### src/rtl/riscv32ima_pkg.sv
// Shared constants and types for the RV32IMA issue path.
package riscv32ima_pkg;

  localparam int unsigned NUM_REGS = 32;

  // Base opcode map (instr[6:0])
  localparam logic [6:0] OPC_LOAD   = 7'b0000011;
  localparam logic [6:0] OPC_OP_IMM = 7'b0010011;
  localparam logic [6:0] OPC_AUIPC  = 7'b0010111;
  localparam logic [6:0] OPC_STORE  = 7'b0100011;
  localparam logic [6:0] OPC_OP     = 7'b0110011;
  localparam logic [6:0] OPC_LUI    = 7'b0110111;
  localparam logic [6:0] OPC_BRANCH = 7'b1100011;
  localparam logic [6:0] OPC_JALR   = 7'b1100111;
  localparam logic [6:0] OPC_JAL    = 7'b1101111;
  localparam logic [6:0] OPC_SYSTEM = 7'b1110011;

  typedef enum logic {
    ISSUE_EMPTY = 1'b0,
    ISSUE_FULL  = 1'b1
  } issue_state_e;

endpackage

### src/rtl/riscv32ima_scoreboard.sv
// Register scoreboard: one pending bit per GPR plus an in-flight write counter.
module riscv32ima_scoreboard
  import riscv32ima_pkg::*;
#(
  parameter int unsigned REG_ADDR_WIDTH  = 5,
  parameter int unsigned MAX_OUTSTANDING = 4,
  parameter int unsigned CNT_WIDTH       = 3
) (
  input  logic                      clk,
  input  logic                      nrst,
  input  logic                      set_en,
  input  logic [REG_ADDR_WIDTH-1:0] set_addr,
  input  logic                      clr_en,
  input  logic [REG_ADDR_WIDTH-1:0] clr_addr,
  input  logic                      q0_used,
  input  logic [REG_ADDR_WIDTH-1:0] q0_addr,
  input  logic                      q1_used,
  input  logic [REG_ADDR_WIDTH-1:0] q1_addr,
  input  logic                      q2_used,
  input  logic [REG_ADDR_WIDTH-1:0] q2_addr,
  output logic [NUM_REGS-1:0]       pending_mask,
  output logic [CNT_WIDTH-1:0]      outstanding,
  output logic                      hazard_c,
  output logic                      at_limit_c
);

  logic [NUM_REGS-1:0] clr_vec;
  logic [NUM_REGS-1:0] set_vec;
  logic [NUM_REGS-1:0] pend_eff;
  logic                set_ok;
  logic                dec;

  // Same-cycle writeback bypass and hazard/limit queries
  always_comb begin
    clr_vec    = '0;
    set_vec    = '0;
    set_ok     = set_en & (set_addr != '0);
    dec        = clr_en & (clr_addr != '0) & pending_mask[clr_addr];
    if (clr_en) clr_vec = NUM_REGS'(1) << clr_addr;
    if (set_ok) set_vec = NUM_REGS'(1) << set_addr;
    pend_eff   = pending_mask & ~clr_vec;
    hazard_c   = (q0_used & (q0_addr != '0) & pend_eff[q0_addr]) |
                 (q1_used & (q1_addr != '0) & pend_eff[q1_addr]) |
                 (q2_used & (q2_addr != '0) & pend_eff[q2_addr]);
    at_limit_c = (outstanding == CNT_WIDTH'(MAX_OUTSTANDING)) & ~dec;
  end

  // Pending bits (set wins over clear) and in-flight counter
  always_ff @(posedge clk or negedge nrst) begin
    if (!nrst) begin
      pending_mask <= '0;
      outstanding  <= '0;
    end else begin
      pending_mask <= ((pending_mask & ~clr_vec) | set_vec) & ~NUM_REGS'(1);
      case ({set_ok, dec})
        2'b10:   outstanding <= outstanding + CNT_WIDTH'(1);
        2'b01:   outstanding <= outstanding - CNT_WIDTH'(1);
        default: outstanding <= outstanding;
      endcase
    end
  end

endmodule

### src/rtl/riscv32ima_issue_ctrl.sv
// Single-entry issue stage: holds one decoded instruction until its
// operands and destination are free, then hands it to execute.
module riscv32ima_issue_ctrl
  import riscv32ima_pkg::*;
#(
  parameter int unsigned REG_ADDR_WIDTH  = 5,
  parameter int unsigned ADDR_WIDTH      = 32,
  parameter int unsigned OPCODE_WIDTH    = 7,
  parameter int unsigned MAX_OUTSTANDING = 4,
  parameter int unsigned CNT_WIDTH       = 3
) (
  input  logic                      clk,
  input  logic                      nrst,
  input  logic                      in_valid,
  output logic                      in_ready,
  input  logic [ADDR_WIDTH-1:0]     in_pc,
  input  logic [OPCODE_WIDTH-1:0]   in_opcode,
  input  logic [REG_ADDR_WIDTH-1:0] in_src0_addr,
  input  logic                      in_src0_used,
  input  logic [REG_ADDR_WIDTH-1:0] in_src1_addr,
  input  logic                      in_src1_used,
  input  logic [REG_ADDR_WIDTH-1:0] in_dst_addr,
  input  logic                      in_dst_wen,
  output logic                      out_valid,
  input  logic                      out_ready,
  output logic [ADDR_WIDTH-1:0]     out_pc,
  output logic [OPCODE_WIDTH-1:0]   out_opcode,
  output logic [REG_ADDR_WIDTH-1:0] out_src0_addr,
  output logic [REG_ADDR_WIDTH-1:0] out_src1_addr,
  output logic [REG_ADDR_WIDTH-1:0] out_dst_addr,
  output logic                      out_dst_wen,
  input  logic                      wback_reg_wen,
  input  logic [REG_ADDR_WIDTH-1:0] wback_reg_addr,
  input  logic                      wback_pc_wen,
  output logic [NUM_REGS-1:0]       pending_mask,
  output logic [CNT_WIDTH-1:0]      outstanding,
  output logic                      stall
);

  issue_state_e state_q;
  logic         src0_used_q;
  logic         src1_used_q;
  logic         hazard;
  logic         at_limit;
  logic         limit;
  logic         full;
  logic         issue;
  logic         accept;

  riscv32ima_scoreboard #(
    .REG_ADDR_WIDTH (REG_ADDR_WIDTH),
    .MAX_OUTSTANDING(MAX_OUTSTANDING),
    .CNT_WIDTH      (CNT_WIDTH)
  ) u_scoreboard (
    .clk         (clk),
    .nrst        (nrst),
    .set_en      (issue & out_dst_wen),
    .set_addr    (out_dst_addr),
    .clr_en      (wback_reg_wen),
    .clr_addr    (wback_reg_addr),
    .q0_used     (src0_used_q),
    .q0_addr     (out_src0_addr),
    .q1_used     (src1_used_q),
    .q1_addr     (out_src1_addr),
    .q2_used     (out_dst_wen),
    .q2_addr     (out_dst_addr),
    .pending_mask(pending_mask),
    .outstanding (outstanding),
    .hazard_c    (hazard),
    .at_limit_c  (at_limit)
  );

  // Handshake decode; a PC redirect blocks both sides for the cycle
  always_comb begin
    full      = (state_q == ISSUE_FULL);
    limit     = out_dst_wen & (out_dst_addr != '0) & at_limit;
    stall     = full & (hazard | limit);
    out_valid = full & ~hazard & ~limit & ~wback_pc_wen;
    issue     = out_valid & out_ready;
    in_ready  = ~wback_pc_wen & (~full | issue);
    accept    = in_valid & in_ready;
  end

  // Holding register and EMPTY/FULL state
  always_ff @(posedge clk or negedge nrst) begin
    if (!nrst) begin
      state_q       <= ISSUE_EMPTY;
      out_pc        <= '0;
      out_opcode    <= '0;
      out_src0_addr <= '0;
      out_src1_addr <= '0;
      out_dst_addr  <= '0;
      out_dst_wen   <= 1'b0;
      src0_used_q   <= 1'b0;
      src1_used_q   <= 1'b0;
    end else if (wback_pc_wen) begin
      state_q <= ISSUE_EMPTY;
    end else if (accept) begin
      state_q       <= ISSUE_FULL;
      out_pc        <= in_pc;
      out_opcode    <= in_opcode;
      out_src0_addr <= in_src0_addr;
      out_src1_addr <= in_src1_addr;
      out_dst_addr  <= in_dst_addr;
      out_dst_wen   <= in_dst_wen;
      src0_used_q   <= in_src0_used;
      src1_used_q   <= in_src1_used;
    end else if (issue) begin
      state_q <= ISSUE_EMPTY;
    end
  end

endmodule

### config.mk
export PLATFORM = sky130hd
export DESIGN_NAME = riscv32ima_issue_ctrl
export DESIGN_NICKNAME = d
export VERILOG_FILES = /design/src/rtl/riscv32ima_pkg.sv /design/src/rtl/riscv32ima_scoreboard.sv /design/src/rtl/riscv32ima_issue_ctrl.sv
export SDC_FILE = /design/constraint.sdc
export NUM_CORES = 1
export LEC_CHECK = 0
export CORE_MARGIN = 2
export CORE_UTILIZATION = 47
export DETAILED_ROUTE_END_ITERATION = 8
export MAX_ROUTING_LAYER = met4
export PLACE_DENSITY = 0.8
export SLEW_MARGIN = 20
export SYNTH_ARGS = -nofsm -noshare
export SYNTH_HDL_FRONTEND = slang
export SYNTH_HIERARCHICAL = 1
export SYNTH_SLANG_ARGS = --single-unit
### constraint.sdc
create_clock -name clk -period 5.5 [get_ports clk]
set_clock_uncertainty 0.05 [all_clocks]
set_input_delay 1.375 -clock clk [delete_from_list [all_inputs] [get_ports clk]]
set_output_delay 1.375 -clock clk [all_outputs]
set_load 0.05 [all_outputs]
==> out/summary.txt <==
Post-layout util = 76.8%
CP required = 4.07 ns
Routed len/inst = 24.3 um
Synthesis Warnings = 6
Sw power = 1370 uW
Slew of the pin with the lowest slew margin = 0.742 ns
Layout Nets = 733
Final Cell Area = 8000 sq um
N_diodes = 0
Sequential fraction of the synthesis area = 45.3%
DP HPWL = 13,300 um
Core Area = 10,400 sq um
Worst-case clock buffer depth = 2
EDFF count, synth = 0
Fin Setup TNS = -0.223 ns
Layout area overhead = 57.3%
Ports = 161
WL final = 19,500 um
Met2 GRT Util = 52.6%
Num rows = 37
Grt ovf = 0
CTS buffer count = 9
Placer Congestion = 1.08
Vias in the first global route = 5,190
Netlist Area Pre-Place = 5080 sq um
Cell internal pwr = 1650 uW
Net Sw Frac = 45.3%
Post-Syn Area per Cell = 11.9 sq um
Most frequent cells in the layout = clkdlybuf4s50_1, dfrtp_1, buf_4
Dominant synthesized flop cell = dfrtp_1
Top Usage Layer GRT = met2
Comb pwr share = 49.1%
Residual DRC = 0
CP startpoint kind = primary input
Crit. End Element = primary output
Mapped Nets = 499
Post-route setup slack = -0.0971 ns
Final setup vio count = 3
H-tree levels = 3
Die Width = 108 um
Layout cells sized above 1 = 26.8%
Clock power frac = 17.3%
Clock root cell = clkbuf_8
Initial core utilization = 48.8%
Final period utilization = 102%
Pre-CTS setup slack = -0.662 ns
Die ar. = 11,700 sq um
Hold_buf cts = 0
CTS Sinks = 92
Reg power frac = 33.6%
Largest net degree at the start of global routing = 58
Pwr dens = 377 nW/um^2
Crit Path Class = in2out
RSZ-0062 raised after global routing = yes
Routed Antenna Nets = 0
Most common cell after layout, fill and taps aside = clkdlybuf4s50_1
Max Slew Vio Count = 0
GR Util met3 = 8.80%
FFs w/ async S/R, synth = 100%
CTS tree = yes
Relative slew slack = 50.5%
Synth Register Bits = 92
Clock-pin transition on the worst setup and hold timing paths = 0.09 ns
Synth unique cells = 64
First-pass GRT wire length = 28,800 um
Fmax achieved = 179 MHz
Vias = 5,087
WHS = 0.449 ns
Worst Hold Class = reg2reg
Initial antenna violation count = 0
Gr usage total = 34.1%
Failing checks = negative setup slack
Fin. Hold Viols = 0
GR Util met1 = 43.2%
Max FO, Critical Path = 6
Outcome = finished with violations
Max cap viols = 0
Post-DP Area = 7210 sq um
Minimum clock period = 5.60 ns
Drt pass-1 iters = 8
Initial DRC Count = 703
Syn Inst Count = 429
Die Y = 108 um
Clk_lat worst skew = 0.38 ns
Post-DR vias/cell = 6.33
Worst EP arrival = 4.17 ns
Port Buffers = 159
Leak Pwr = 0.00323 uW
VDD IR max = 0.279 mV
kinds of logic (layout without fill, tap and decap cells):
kind of cell               Yosys count  after routing  share of synthesized area [%]
xor gates and xnor gates             3              3                          0.517
other                                1              1                         0.0737
muxes                               84             84                           22.9
AOI/OAI and AO/OA                  134            134                           17.7
and+or+nand+nor                     74             74                           8.61
buffers and inverters               39            278                           4.33
adders and majority gates            2              2                          0.640
DFF                                 92             92                           45.3
sequential cells by signal (all words and copies together), names as in the netlist, 3 cells and up:
register	cells
out_pc	32
u_scoreboard/pending_mask	31
out_opcode	7
out_dst_addr	5
out_src0_addr	5
out_src1_addr	5
u_scoreboard/outstanding	3
path summary, 6_finish.rpt:
kind | endpoint | depth (start not counted) | slack (ns) | start
worst min register to register | out_opcode[3] | 1 | 0.45 | out_opcode[3]
worst max register to register | out_dst_wen | 17 | 0.67 | out_src0_addr[1]
min in group asynchronous | u_scoreboard/pending_mask[27] | 1 | 0.93 | nrst
worst min-delay path | out_opcode[3] | 1 | 0.45 | out_opcode[3]
max in group asynchronous | u_scoreboard/pending_mask[7] | 2 | 3.43 | nrst
worst max-delay path | out_valid | 13 | -0.1 | wback_reg_addr[2]
through the flow:
step           cells  power, uW
3_3_place_gp     761       2340
3_5_place_dp     761       2350
2_1_floorplan    429       1790
4_1_cts          797       2920
5_1_grt          804       3140
6_report         804       3020
power groups by stage:
| stage | sequential [uW] | clock [uW] | combinational [uW] |
|---|---|---|---|
| 2_1_floorplan | 1410 | 0 | 381 |
| 3_3_place_gp | 1010 | 0 | 1330 |
| 3_5_place_dp | 1010 | 0 | 1340 |
| 4_1_cts | 1000 | 530 | 1380 |
| 5_1_grt | 1030 | 563 | 1540 |
| 6_report | 1020 | 522 | 1480 |
layout make-up:
cell class / instances / area (sq um)
sequential: 92 / 2300
inverter: 13 / 48.8
clock inverter: 7 / 96.3
tap: 136 / 170
fill: 695 / 2420
clock buffer: 9 / 124
timing repair buffer: 249 / 2450
multi-input combinational: 298 / 2800
worst max-delay path, cell delays in order:
cell and delay (ns):
buf_8 0.10, buf_6 0.12, or3b_4 0.42, buf_4 0.16, o21ai_4 0.16, o221ai_2 0.13, or4_4 0.51, o221ai_4 0.20
o2111ai_4 0.17, nor4_4 0.23, a21oi_2 0.14, nor3b_4 0.27, buf_12 0.17
cells in the mapped netlist, types with 6 or more instances:
library cell  instances  area share, %
nand3_1               8           0.79
inv_1                 9           0.66
o2111ai_1            12            2.1
mux4_2               16            7.1
clkbuf_1              7           0.52
mux2_1               58             13
dfrtp_1              92             45
mux2i_1               7            1.4
buf_4                 8            1.2
o211ai_1             23            3.4
nor2b_1               6           0.74
o21ai_0              57            5.6
o21ai_1               6           0.59
nand2_1              16            1.2
nor2_1               10           0.74
per-layer routing:
metal | vias to the layer above | wire (um)
met5 | - | 0
met3 | 61 | 2190
met2 | 396 | 9130
met1 | 2490 | 7560
met4 | 0 | 616
li1 | 2140 | -
repair_timing:
| action | 4_1_cts | 5_1_grt |
|---|---|---|
| buffers inserted | 19 | 4 |
| gates cloned | 1 | 6 |
| pin swaps | 16 | 16 |
| setup endpoints to repair | 5 | 60 |
| gates resized for setup | 58 | 48 |
Note: power is estimated with default switching activity, not from simulation.
==> RTL change (same flow settings) <==
Set the parameter `ADDR_WIDTH` to 64 (it was 32).
--- a/src/rtl/riscv32ima_issue_ctrl.sv
+++ b/src/rtl/riscv32ima_issue_ctrl.sv
@@ -4,7 +4,7 @@
   import riscv32ima_pkg::*;
 #(
   parameter int unsigned REG_ADDR_WIDTH  = 5,
-  parameter int unsigned ADDR_WIDTH      = 32,
+  parameter int unsigned ADDR_WIDTH      = 64,
   parameter int unsigned OPCODE_WIDTH    = 7,
   parameter int unsigned MAX_OUTSTANDING = 4,
   parameter int unsigned CNT_WIDTH       = 3
Interface: changed (resized in_pc and out_pc); port bits go from 161 to 225. No check against the original RTL was run, so the function may have changed too.
==> RTL change against the original RTL <==
  * The flow still finishes with violations (setup timing)
  * Sequential share of layout area up 2.1 points
  * Global-route usage grew 1.2 points
  * Total power rose by 49%
  * Area after synthesis up 24%
  * Combinational power grew 31%
  * Worst setup slack improved by 0.067 ns
  * Critical path type unchanged
  * Cell area increased by 26%
  * Wire length rose by 22%
  * Non-clock buffer count grew 56
  * Largest cell class is now registers
  * Sequential cell count rose by 32
  * Maximum frequency increased by 1.2%
==> RTL change: results (changes against the original RTL) <==
VIAS=5863  # +15%
SYN-MEAN-INSTANCE-AREA_UM2=12.7  # +7.1%
CRIT_PATH_MAX_FANOUT=8  # +2
FINAL_LAYOUT_SIZE_SUFFIX_GT1_SHARE_PCT=31.8  # +5.0 points
POSTLAYOUTSETUPSLACKWORST_NS=-0.0305  # +0.0666 ns
CLOCK_TREE.ROOT_CELL='sky130_fd_sc_hd__clkbuf_16'
VIOLATED_CHECKS='setup timing'
GP_CONGESTION=0.987  # -8.2%
NUMBER_OF_GLOBAL_ROUTE_VIAS_BEFORE_REPAIR=6161  # +19%
GRT_FIRST_PASS_WIRELENGTH_UM=36600  # +27%
HOLDCRITSTARTPOINT='u_scoreboard/outstanding[2]'
FIN_CELLS=980  # +22%
HPWL_UM=17400  # +31%
CLOCK_LATENCY_NS=0.42  # +0.04 ns
INITIAL_DRC_COUNT=519  # -26%
SYNTH_XOR_AREA_SHARE_PCT=0.417  # -0.10 points
REPORT.FINAL.SETUP_VIOL=1  # -2
CRITICAL-PATH-SLOWEST-CELL='sky130_fd_sc_hd__or4_1'
SYNTHTOPCELLSBYAREA='sky130_fd_sc_hd__dfrtp_1 (49%), sky130_fd_sc_hd__mux2_2 (14%), sky130_fd_sc_hd__mux4_2 (5.7%)'
PORT-BUFFER-COUNT=223  # +40%
WORSTREG2REGEND='u_scoreboard/outstanding[2]'
LEAKAGEPOWER_uW=0.00410  # +27%
YOSYS-MUX-AREA-FRACTION_PCT=24.7  # +1.9 points
SYNTH-COMPOUND-AREA-SHARE_PCT=14.3  # -3.4 points
REGISTERS_WITH_THE_HIGHEST_FLIP_FLOP_COUNTS='out_pc (64), u_scoreboard/pending_mask (31), out_opcode (7)'
HOLD_CRITICAL_PATH_ENDPOINT='u_scoreboard/outstanding[2]'
R2R_CELLS=16  # -1
H_TREE_DEPTH=4  # +1
YOSYS.AREA_SHARE.ADDER_PCT=0.516  # -0.12 points
CTS_INSERTED_BUFFERS=17  # +8
WHS_NS=0.451  # +0.00170 ns
GRT.TOTAL_USAGE_PCT=35.4  # +1.2 points
YOSYS.CELL_TYPES.COUNT=66  # +3.1%
PIN_COUNT_OF_THE_BIGGEST_NET_ENTERING_GLOBAL_ROUTING=57  # -1.7%
DP_CELLS=942  # +24%
ROUTED_WIRE_LENGTH_PER_INSTANCE_UM=24.3  # +0.15%
IR_WORST_VDD_uV=315  # +13%
STATUS='complete, but fails checks'
SYNTHESIS.NETS=599  # +20%
YOSYSSEQAREASHARE_PCT=49.2  # +3.9 points
FINAL_SETUP_TNS_NS=-0.0305  # +0.193 ns
DETAILEDROUTE.FIRSTPASSITERATIONCOUNT=5  # -3
## RTL change: cell count changes after synthesis
cell	change
sky130_fd_sc_hd__buf_2	+5
sky130_fd_sc_hd__buf_4	-3
sky130_fd_sc_hd__buf_6	+2
sky130_fd_sc_hd__dfrtp_1	+32
sky130_fd_sc_hd__mux2_1	-57
sky130_fd_sc_hd__mux2_2	+79
sky130_fd_sc_hd__mux2_4	+10
## RTL change: metal layers
metal,GRT usage (%),up-vias,wire [um]
met4,14.7,0,969
met3,9.70,81,2200
met2,57.2,405,11800
met1,42.0,2875,8870
met5,-,-,0
li1,-,2502,-
## RTL change: layout make-up
type | instances | area, um2
tap | 176 | 220
clock buffer | 18 | 429
fill | 830 | 3140
clock inverter | 14 | 216
multi-input combinational | 330 | 3100
inverter | 13 | 48.8
timing repair buffer | 305 | 2940
sequential | 124 | 3100
## RTL change: cells by family after synthesis
group | after synthesis
adders and majority gates | 2
muxes | 116
other | 1
buffers and inverters | 43
and+or+nand+nor | 74
AOI/OAI and AO/OA | 134
DFF | 124
xor gates and xnor gates | 3
## RTL change: power by group
part | internal, uW | switching [uW]
clock network | 806 | 437
registers | 1110 | 210
logic | 740 | 1200
total | 2650 | 1840
## RTL change: critical path, delay by kind of cell
kind / cells / cell delay (ns)
compound gates: 5 / 0.97
buf+inv: 2 / 0.28
simple gates: 4 / 1.47
## RTL change: what timing repair did
action                     CTS  global route
pin swaps                   18             2
setup endpoints to repair    4             3
hold buffers                 0             0
resized for setup           60            13
buffers inserted             4             1
gates cloned                 1             0
## RTL change: stage by stage
stage	setup slack [ns]	util, %	area [um2]
global route	-0.122	76.2	10000
detailed placement	-0.659	69.9	9220
CTS	-0.0650	75.8	9990
finish	-0.0305	76.2	10000
global placement	-0.641	69.9	9220
floorplan	0.0466	-	6330
